**config.mk**
```make
export PLATFORM = sky130hd
export DESIGN_NAME = wave_sample_streamer
export DESIGN_NICKNAME = d
export VERILOG_FILES = /design/src/rtl/wave_pkg.sv /design/src/rtl/wave_fifo.sv /design/src/rtl/wave_sample_streamer.sv
export SDC_FILE = /design/constraint.sdc
export NUM_CORES = 1
export LEC_CHECK = 0
export CAP_MARGIN = 20
export CORE_MARGIN = 5
export CORE_UTILIZATION = 45
export CTS_CLUSTER_DIAMETER = 200
export DETAILED_ROUTE_END_ITERATION = 12
export REMOVE_ABC_BUFFERS = 1
export SETUP_SLACK_MARGIN = 0.05
export SLEW_MARGIN = 20
export SYNTH_ARGS = -nofsm -noshare
export SYNTH_HDL_FRONTEND = slang
export SYNTH_SLANG_ARGS = --single-unit
```
**constraint.sdc**
```tcl
create_clock -name clk -period 7.4 [get_ports clk]
set_input_delay 1.85 -clock clk [delete_from_list [all_inputs] [get_ports clk]]
set_output_delay 1.85 -clock clk [all_outputs]
set_load 0.005 [all_outputs]
```
**src/rtl/wave_pkg.sv**
```systemverilog
// Shared types and helpers for the wave sample streamer.
package wave_pkg;

  localparam int SAMPLE_W = 8;

  typedef logic [SAMPLE_W-1:0] sample_t;

  // Ceiling log2, evaluated at elaboration time for widths.
  function automatic int clog2(input int v);
    int r;
    r = 0;
    for (int i = 0; i < 31; i++) begin
      if ((1 << i) < v) r = i + 1;
    end
    return r;
  endfunction

endpackage

```
**src/rtl/wave_fifo.sv**
```systemverilog
// Synchronous show-ahead FIFO with occupancy count; head word is zero when empty.
module wave_fifo
  import wave_pkg::*;
#(
  parameter int DEPTH = 16
) (
  input  logic                   clk,
  input  logic                   rst,
  input  logic                   push_i,
  input  logic                   pop_i,
  input  sample_t                wdata_i,
  output sample_t                rdata_o,
  output logic [clog2(DEPTH):0]  count_o,
  output logic                   full_o,
  output logic                   empty_o
);

  localparam int AW = clog2(DEPTH);

  sample_t        mem_q [DEPTH];
  logic [AW-1:0]  wr_ptr_q, wr_ptr_d;
  logic [AW-1:0]  rd_ptr_q, rd_ptr_d;
  logic [AW:0]    count_q, count_d;
  logic           wr_en, rd_en;

  assign full_o  = (count_q == (AW+1)'(DEPTH));
  assign empty_o = (count_q == '0);
  assign count_o = count_q;

  // A full FIFO still takes a write when the head leaves on the same edge.
  assign rd_en = pop_i && !empty_o;
  assign wr_en = push_i && (!full_o || rd_en);

  always_comb begin
    wr_ptr_d = wr_ptr_q;
    rd_ptr_d = rd_ptr_q;
    count_d  = count_q;
    if (wr_en) wr_ptr_d = wr_ptr_q + AW'(1);
    if (rd_en) rd_ptr_d = rd_ptr_q + AW'(1);
    case ({wr_en, rd_en})
      2'b10:   count_d = count_q + (AW+1)'(1);
      2'b01:   count_d = count_q - (AW+1)'(1);
      default: count_d = count_q;
    endcase
  end

  always_ff @(posedge clk or posedge rst) begin
    if (rst) begin
      wr_ptr_q <= '0;
      rd_ptr_q <= '0;
      count_q  <= '0;
    end else begin
      wr_ptr_q <= wr_ptr_d;
      rd_ptr_q <= rd_ptr_d;
      count_q  <= count_d;
    end
  end

  always_ff @(posedge clk) begin
    if (wr_en) mem_q[wr_ptr_q] <= wdata_i;
  end

  assign rdata_o = empty_o ? '0 : mem_q[rd_ptr_q];

endmodule

```
**src/rtl/wave_sample_streamer.sv**
```systemverilog
// Decimating averager feeding a show-ahead output FIFO with sticky overflow.
// Peak statistics are built only when WAVE_STATS_EN is defined.
module wave_sample_streamer
  import wave_pkg::*;
#(
  parameter int DECIM      = 4,
  parameter int FIFO_DEPTH = 16
) (
  input  logic                        clk,
  input  logic                        rst,
  input  logic [7:0]                  sample_in,
  input  logic                        enable,
  input  logic                        clr,
  input  logic                        m_ready,
  output logic                        m_valid,
  output logic [7:0]                  m_data,
  output logic [clog2(FIFO_DEPTH):0]  fill_level,
  output logic                        overflow,
  output logic [7:0]                  peak_max,
  output logic [7:0]                  peak_min
);

  localparam int LOG_D = clog2(DECIM);
  localparam int CNT_W = (LOG_D > 0) ? LOG_D : 1;
  localparam int ACC_W = SAMPLE_W + LOG_D;

  logic [CNT_W-1:0] cnt_q, cnt_d;
  logic [ACC_W-1:0] acc_q, acc_d, sum, avg;
  logic             win_last, push, pop, full, empty, drop;
  logic             overflow_q, overflow_d;
  sample_t          push_word;

  // The accumulator is wide enough for DECIM full-scale samples, so sum never wraps.
  assign sum       = acc_q + ACC_W'(sample_in);
  assign avg       = sum >> LOG_D;
  assign push_word = avg[SAMPLE_W-1:0];
  assign win_last  = (cnt_q == CNT_W'(DECIM - 1));
  assign push      = enable && win_last;

  always_comb begin
    cnt_d = cnt_q;
    acc_d = acc_q;
    if (enable) begin
      if (win_last) begin
        cnt_d = '0;
        acc_d = '0;
      end else begin
        cnt_d = cnt_q + CNT_W'(1);
        acc_d = sum;
      end
    end
  end

  assign pop  = m_valid && m_ready;
  assign drop = push && full && !pop;

  always_comb begin
    overflow_d = overflow_q;
    if (drop)     overflow_d = 1'b1;
    else if (clr) overflow_d = 1'b0;
  end

  always_ff @(posedge clk or posedge rst) begin
    if (rst) begin
      cnt_q      <= '0;
      acc_q      <= '0;
      overflow_q <= 1'b0;
    end else begin
      cnt_q      <= cnt_d;
      acc_q      <= acc_d;
      overflow_q <= overflow_d;
    end
  end

  wave_fifo #(.DEPTH(FIFO_DEPTH)) u_fifo (
    .clk     (clk),
    .rst     (rst),
    .push_i  (push),
    .pop_i   (pop),
    .wdata_i (push_word),
    .rdata_o (m_data),
    .count_o (fill_level),
    .full_o  (full),
    .empty_o (empty)
  );

  assign m_valid  = !empty;
  assign overflow = overflow_q;

`ifdef WAVE_STATS_EN
  logic    accept;
  sample_t pmax_q, pmax_d, pmin_q, pmin_d;

  assign accept = push && !drop;

  always_comb begin
    pmax_d = pmax_q;
    pmin_d = pmin_q;
    if (clr) begin
      pmax_d = 8'h00;
      pmin_d = 8'hFF;
    end else if (accept) begin
      if (push_word > pmax_q) pmax_d = push_word;
      if (push_word < pmin_q) pmin_d = push_word;
    end
  end

  always_ff @(posedge clk or posedge rst) begin
    if (rst) begin
      pmax_q <= 8'h00;
      pmin_q <= 8'hFF;
    end else begin
      pmax_q <= pmax_d;
      pmin_q <= pmin_d;
    end
  end

  assign peak_max = pmax_q;
  assign peak_min = pmin_q;
`else
  assign peak_max = 8'h00;
  assign peak_min = 8'hFF;
`endif

endmodule
```
==> impl_metrics.tcl <==
set metrics [dict create \
    startpoint_type "flip-flop" \
    yosys.area_share.simple_pct 4.80 \
    finalCriticalPeriod_ns 4.66 \
    io_buffers 27 \
    clock_skew_ns 0.00679 \
    cp.required_ns 5.55 \
    clk_latency_ns 0.41 \
    overflow 0 \
    die-area_um2 17800 \
    crit_fanout 35 \
    fin_setup_tns_ns 0 \
    hold_viol 0 \
    dp.cells 623 \
    drtPass1Iterations 4 \
    critPathCaptureType "output pin" \
    grt_pass1_vias 3789 \
    start_util_pct 45.5 \
    seq_area_um2 4500 \
    nFillCells 1266 \
    synth_compound_area_share_pct 5.89 \
    tightest_slew_ns 1.02 \
    synth_top_family_by_area "multiplexers" \
    hold_buffers 0 \
    ioPinCount 44 \
    synth-edff-count 128 \
    synth_top_area_cell "edfxtp_1" \
    arrival_ns 2.81 \
    yosysSeqAreaShare_pct 65.5 \
    vias 3546 \
    setup_viol_count_final 0 \
    final_util_pct 52.2 \
    grt_usage_pct 16.0 \
    synth-seq-cells 154 \
    antenna_found_initial 0 \
    drt-initial-drc-count 250 \
    antenna_left 0 \
    cts_buffer_depth 2 \
    hold_path.class "flip-flop to flip-flop" \
    synth_top_area_share_pct 56.0 \
    fin_nets 486 \
    drv_slew 0 \
    synth_area_leaders "edfxtp_1 (56%), mux4_2 (11%), dfrtp_1 (9.5%)" \
    synthCells 422 \
    max-vdd-ir-drop_uv 178 \
    whs_ns 0.515 \
    ys.flop_type "edfxtp_1" \
    vias_per_cell 5.41 \
    grt_pass1_wl_mm 21.3 \
    ys_async_sr_fraction_pct 16.9 \
    wl_mm 13.2 \
    rsz0062_at_grt "false" \
    fin_crit_sh_pct 63.0 \
    areaGrowthSynthToFinish_pct 14.7 \
    synth-xor-area-share_pct 2.17 \
    rows 45 \
    hpwl_mm 8.53 \
    synth_adder_area_share_pct 3.57 \
    core_area_um2 15100 \
    path_class "flip-flop to output pin" \
    post_cts_resized 0 \
    post_cts_buffers 0 \
    die_h_um 133 \
    routabilityCongestion 0.828 \
    grt_max_degree 36 \
    power_density_nw_per_um2 438 \
    drc 0 \
    clkTransAtPathRegs_ns 0.06 \
    numCtsBuffers 17 \
    power.leakage_nw 2.78 \
    tritoncts "done" \
    fp.dieW_um 133 \
    synthMuxAreaShare_pct 13.5 \
    synth_area_um2 6860 \
    ys_warn_count 0 \
    yosysUniqueCellTypes 55 \
    post_synth.cell_area_avg_um2 16.3 \
    max_clock_freq_ghz 0.215 \
    status "finished, final reports clean" \
    maxCapViolCount 0 \
    root_buffer "clkbuf_16" \
    drive_above_1_share_pct 18.2 \
    wl_per_cell_um 20.1 \
    final_cells 655 \
    cts.htree.levels 4 \
    cts_sinks 154 \
    multi_input_area_um2 2130 \
    relSlewSlack_pct 31.6 \
    antenna_cells 0 \
]
==> layout by cell type, fill, tap and decap left out, types with 4 or more instances in the layout <==
| cell | synthesis | routed |
|---|---|---|
| a21o_1 | 4 | 4 |
| nand2b_1 | 6 | 6 |
| a21oi_1 | 11 | 11 |
| nor3_1 | 6 | 4 |
| o21ai_0 | 6 | 6 |
| xnor2_1 | 11 | 11 |
| nor2_1 | 19 | 17 |
| ha_1 | 18 | 18 |
| buf_4 | 16 | 9 |
| mux4_2 | 32 | 32 |
| conb_1 | 2 | 16 |
| dfrtp_1 | 26 | 23 |
| nand2_1 | 15 | 15 |
| o22ai_1 | 11 | 11 |
| clkbuf_16 | 0 | 17 |
| xor2_1 | 6 | 6 |
| mux2i_1 | 16 | 16 |
| clkdlybuf4s50_1 | 0 | 27 |
| nand4_1 | 4 | 4 |
| nand3_1 | 4 | 4 |
| edfxtp_1 | 128 | 128 |
| inv_1 | 19 | 19 |
==> per-layer routing <==
metal	global-route usage (%)	up-vias	part of all wire (%)
met3	4.08	6	4.4
met5	0	-	0
met1	21.7	1809	46
met2	25.6	69	49
met4	5.14	0	0.60
li1	-	1662	-
==> area by class of cell <==
class,count,share of cell area (%)
well taps,188,2.99
flip-flops and latches,154,57.2
clock buffers,23,6.07
clock inverters,9,1.54
repair buffers,36,4.29
multi-input cells,226,27.0
inverters,19,0.906
==> report_power, final <==
group / switching, mW / internal [mW]
sequential: 0.151 / 1.25
clock: 0.321 / 0.554
combinational: 0.624 / 0.546
total: 1.10 / 2.35
==> stage by stage <==
stage,cell area (um2),power [mW],setup slack (ns)
2_1_floorplan,6680,2.14,3.23
3_3_place_gp,7250,2.58,2.52
3_5_place_dp,7260,2.62,2.47
4_1_cts,7860,3.50,2.62
5_1_grt,7870,3.66,2.55
6_report,7870,3.44,2.74
==> flip-flops by register name, indices dropped and copies added, names as in the netlist <==
register	count
u_fifo.mem_q	128
u_fifo.rd_ptr_q	4
overflow	1
u_fifo.wr_ptr_q	4
u_fifo.count_o	5
acc_q	10
cnt_q	2
==> synthesized netlist by cell type, drive strengths merged, types with 3 or more instances <==
master	count
a21oi	12
ha	18
inv	19
clkbuf	4
nand2b	6
nor2b	3
nand2	16
a21o	4
mux4	32
dfrtp	26
nand3	4
nor2	19
o21ai	8
nand4	4
mux2i	16
mux2	4
o21a	3
nor3	6
buf	33
o22ai	11
edfxtp	128
xor2	6
xnor2	11
==> worst max-delay path: stages, from the launching register on <==
cell,delay [ns]
dfrtp_2,0.34
buf_4,0.55
mux4_2,0.61
mux2i_1,0.26
o22ai_1,0.15
clkdlybuf4s50_1,0.47
==> cells by family (layout without fill, tap and decap cells) <==
family | count (synthesis) | count (layout)
fa+ha+maj | 19 | 19
simple gates | 65 | 65
flops | 154 | 154
buf+inv | 56 | 87
other cells | 2 | 16
compound gates | 57 | 57
mux | 52 | 52
xor+xnor | 17 | 17
==> path summary, 6_finish.rpt <==
kind                                                      from                        endpoint  slack, ns  cells after the start
worst max-delay path            u_fifo.rd_ptr_q[0]$_DFFE_PP0P_                       m_data[0]       2.74                      5
worst min-delay path                      acc_q[7]$_DFFE_PP0P_            acc_q[7]$_DFFE_PP0P_       0.52                      2
worst max register to register            acc_q[0]$_DFFE_PP0P_    u_fifo.mem_q[8][6]$_DFFE_PP_       4.58                      7
worst min register to register            acc_q[7]$_DFFE_PP0P_            acc_q[7]$_DFFE_PP0P_       0.52                      2
max in group asynchronous                                  rst  u_fifo.rd_ptr_q[3]$_DFFE_PP0P_       5.30                      3
min in group asynchronous                                  rst            acc_q[4]$_DFFE_PP0P_       1.81                      3
(Power assumes the default switching activity.)
==> edit 1 (same settings) <==
Build with the macro `WAVE_STATS_EN` defined.
--- a/src/rtl/wave_sample_streamer.sv
+++ b/src/rtl/wave_sample_streamer.sv
@@ -2,2 +2,4 @@
 // Peak statistics are built only when WAVE_STATS_EN is defined.
+`define WAVE_STATS_EN
+
 module wave_sample_streamer
Function: changed (a bounded check fails within 10 cycles, from zero or initial values and one cycle with rst high).
==> edit 1 against the unedited design <==
- global-route usage increased by 1.3 points
- area after synthesis increased by 14%
- total power is 19% higher
- routed wire length grew 25%
- count of clock-buffer cells in the layout shrank 6
- via count grew 28%
- clock skew rose by 0.0029 ns
- die area rose by 13%
- sequential cell count grew 16
- sequential share of layout area shrank 3.1 points
- worst setup slack worse by 1.1 ns
- design area grew 15%
- worst hold slack barely moved
- critical endpoint is now peak_min[5]
- highest routed layer unchanged
==> edit 1: results (changes against the unedited design) <==
run status=complete, no violations (unchanged); largest net degree at the start of global routing=43 (was 36); fraction of layout cells with a size suffix above 1=17.4% (was 18.2%); Area contributors post-synth=edfxtp_1, mux4_2, dfrtp_1 (unchanged); first-pass GRT wire length=26100 um (was 21300 um); gr usage total=17.3% (was 16.0%); Worst path slowest cell=nor3_2 (was mux4_2); Placer Congestion=0.801 (was 0.828); net count reported at finish=599 (was 486); vias in the first global route=4587 (was 3789); Worst Setup SP=sample_in[7] (was u_fifo.rd_ptr_q[0]); dpl cell area=0.00849 sq mm (was 0.00726 sq mm); pre-CTS WS=1.37 ns (was 2.47 ns); FF-to-FF Start=acc_q[7] (was acc_q[0]); Inst Count DP=758 (was 623); async set or reset register ratio after synthesis=24.7% (was 16.9%); clock skew=0.00967 ns (was 0.00679 ns); Mapped Cells=504 (was 422); Initial DRC Count=258 (was 250); WP data arrival=6.08 ns (was 2.81 ns); WL met3=853 um (was 577 um); met3 usage in global routing=3.91% (was 4.08%); critical path's top delay family=compound AO/OA/AOI/OAI gates (was buffers and inverters); antenna violations before repair=1 (was 0); share of the yosys chip area belonging to registers=62.6% (was 65.5%); # port buffers=43 (was 27); CP max FO=16 (was 35); DPL Wire Length=11000 um (was 8530 um); GR Util met2=27.9% (was 25.6%); vias per std cell=5.77 (was 5.41); Met1 Wirelength=7260 um (was 6010 um); Crit path largest cell delay=0.67 ns (was 0.61 ns); Distinct cells, synth=60 (was 55); routing usage on met1=23.7% (was 21.7%)
[edit 1: cell count changes in the layout (fill, tap and decap cells not counted), moves of 12 or more]
cell | before | now
inv_1 | 19 | 45
clkdlybuf4s50_1 | 27 | 43
conb_1 | 16 | 0
ha_1 | 18 | 32
and2_1 | 0 | 13
mux2i_1 | 16 | 4
[edit 1: logic make-up (layout without fill, tap and decap cells)]
kind of cell / after synthesis / after routing / share of synthesized area [%]
simple gates: 89 / 89 / 6.30
fa+ha+maj: 34 / 34 / 5.63
compound gates: 84 / 84 / 7.82
flops: 170 / 170 / 62.6
xor+xnor: 14 / 14 / 1.57
mux: 48 / 48 / 12.6
buf+inv: 65 / 125 / 3.45
[edit 1: power breakdown]
part | total [mW] | internal, mW | leakage (nW) | switching, mW
Clock | 0.884 | 0.503 | 0.275 | 0.381
Combinational | 1.67 | 0.744 | 1.33 | 0.924
Sequential | 1.53 | 1.38 | 1.66 | 0.155
Total | 4.09 | 2.63 | 3.27 | 1.46
[edit 1: final cells by class]
| cell class | instances | area, sq um |
|---|---|---|
| clock buffer | 17 | 425 |
| clock inverter | 14 | 159 |
| fill | 1446 | 8100 |
| inverter | 46 | 173 |
| multi-input combinational | 269 | 2660 |
| sequential | 170 | 4910 |
| tap | 225 | 282 |
| timing repair buffer | 48 | 468 |
[edit 1: path summary, 6_finish.rpt]
kind                                       to  slack (ns)  cells past startpoint
min reg2reg                          cnt_q[1]        0.51                      1
max                               peak_min[5]        1.67                     12
max in group asynchronous  u_fifo.rd_ptr_q[1]        4.85                      2
min                                  cnt_q[1]        0.51                      1
min in group asynchronous            acc_q[3]        1.94                      2
max reg2reg                       peak_min[5]        3.13                     11
==> edit 2 (same settings) <==
Without the edit above. Register the output `fill_level`, with the module's reset; this adds one clock of latency there. The other outputs are not delayed to match.
--- a/src/rtl/wave_sample_streamer.sv
+++ b/src/rtl/wave_sample_streamer.sv
@@ -25,2 +25,4 @@
   localparam int ACC_W = SAMPLE_W + LOG_D;
+
+  logic [clog2(FIFO_DEPTH):0] fill_level_d;
 
@@ -81,3 +83,3 @@
     .rdata_o (m_data),
-    .count_o (fill_level),
+    .count_o (fill_level_d),
     .full_o  (full),
@@ -124,2 +126,10 @@
 
+  always_ff @(posedge clk or posedge rst) begin
+    if (rst) begin
+      fill_level <= '0;
+    end else begin
+      fill_level <= fill_level_d;
+    end
+  end
+
 endmodule
Behaviour: not the same (a bounded check fails within 10 cycles, from zero or initial values and one cycle with rst high).
==> edit 2 against the unedited design <==
- sequential cell count rose by 5
- sequential power up 5%
- total power is 0.58% higher
- critical path type unchanged
- critical endpoint is now m_data[7]
- clock skew rose by 0.0083 ns
- routed wire length shrank 4.2%
- maximum frequency decreased by 8.0%
- area after synthesis increased by 2.8%
- global-route usage is 0.94 points lower
- die area grew 2.6%
- design area rose by 2.3%
- worst setup slack got worse by 0.40 ns
- final cell count increased by 1.7%
==> edit 2: results (changes against the unedited design) <==
clock skew=0.0151 ns (was 0.00679 ns); Met1 Wirelength=5570 um (was 6010 um); DR vias=3429 (was 3546); DPL Wire Length=8410 um (was 8530 um); Area contributors post-synth=edfxtp_1, dfrtp_1, mux4_2 (was edfxtp_1, mux4_2, dfrtp_1); vias in the first global route=3597 (was 3789); GR Util met2=24.8% (was 25.6%); biggest regs=u_fifo.mem_q x128, acc_q x10; PostCTS Resize Cnt=0 (unchanged); run status=complete, no violations (unchanged); antenna violations before repair=0 (unchanged); commonest cells in the netlist=edfxtp_1, dfrtp_1, inv_1, mux4_2, ha_1 (was edfxtp_1, mux4_2, dfrtp_1); gr usage total=15.1% (was 16.0%); VDD IR max=219 uV (was 178 uV); WL met3=433 um (was 577 um); routing usage on met1=19.9% (was 21.7%); Bufs on Longest Clock Path=2 (unchanged); xor/xnor share of the synthesized area=2.48% (was 2.17%); leakage=2.90 nW (was 2.78 nW); critical path's top delay family=multiplexers (was buffers and inverters); met3 usage in global routing=3.38% (was 4.08%); mux cell area share after synthesis=14.2% (was 13.5%); area share of fa/ha/maj cells after synthesis=3.48% (was 3.57%); CP max FO=23 (was 35); async set or reset register ratio after synthesis=19.5% (was 16.9%); maxcap violations=0 (unchanged); Layout fillers=1252 (was 1266); fraction of layout cells with a size suffix above 1=16.0% (was 18.2%); worst reg2reg setup slack=3.84 ns (was 4.58 ns); cts bufs inserted=17 (unchanged); diode count=0 (unchanged); wire per inst=19.0 um (was 20.1 um); Slew @ Worst Pin=1.03 ns (was 1.02 ns); Placer Congestion=0.749 (was 0.828); Distinct cells, synth=46 (was 55); Synth Area in Compound Gates=3.69% (was 5.89%); Crit path largest cell delay=0.66 ns (was 0.61 ns); met2 wire len=6530 um (was 6510 um); Initial DRC Count=226 (was 250); dpl cell area=0.00747 sq mm (was 0.00726 sq mm); hold slack=0.457 ns (was 0.515 ns); first-pass GRT wire length=20300 um (was 21300 um); yosys warns=0 (unchanged); WP data arrival=3.21 ns (was 2.81 ns); net count reported at finish=474 (was 486); share of the yosys chip area belonging to registers=65.5% (about the same); Worst path slowest cell=mux4_1 (was mux4_2); Worst Hold Class=reg -> reg (unchanged)
==> edit 2: cell types whose count changed after synthesis, moves of 7 or more <==
cell	delta
buf_2	-9
mux4_2	-8
clkbuf_1	+7
mux4_1	+16
mux2i_1	-15
nor2b_4	+8
==> edit 2: through the flow <==
step	util (%)	std cells	setup WS, ns	total power [mW]
finish	52.5	666	2.34	3.46
CTS	52.5	666	2.24	3.50
floorplan	-	388	3.02	2.21
global placement	48.7	634	2.50	2.63
global route	52.5	666	2.15	3.68
detailed placement	48.8	634	2.47	2.66
==> edit 2: report_power, final <==
group	switching [mW]	internal [mW]
combinational	0.561	0.600
sequential	0.164	1.31
clock	0.313	0.520
total	1.04	2.43
==> edit 2: path summary, 6_finish.rpt <==
path / start / end / depth (start not counted)
setup reg to reg: u_fifo.count_o[1] / u_fifo.count_o[4] / 11
hold reg to reg: u_fifo.count_o[4] / fill_level[4] / 0
min in group asynchronous: rst / acc_q[0] / 3
hold / removal: u_fifo.count_o[4] / fill_level[4] / 0
max in group asynchronous: rst / u_fifo.rd_ptr_q[1] / 3
setup / recovery: u_fifo.rd_ptr_q[0] / m_data[7] / 5
==> edit 2: kinds of logic (layout without fill, tap and decap cells) <==
logic type	count (synthesis)	count (layout)
adders and majority gates	19	19
AOI/OAI and AO/OA	40	40
muxes	44	44
other	2	16
buffers and inverters	60	91
and+or+nand+nor	66	66
DFF	159	159
xor gates and xnor gates	20	20
==> edit 2: layout make-up <==
class	instances	area share, %
Sequential cell	159	57.4
Tap cell	211	3.28
Clock inverter	7	1.04
Timing Repair Buffer	35	4.10
Clock buffer	25	6.03
Inverter	24	1.12
Multi-Input combinational cell	205	27.0
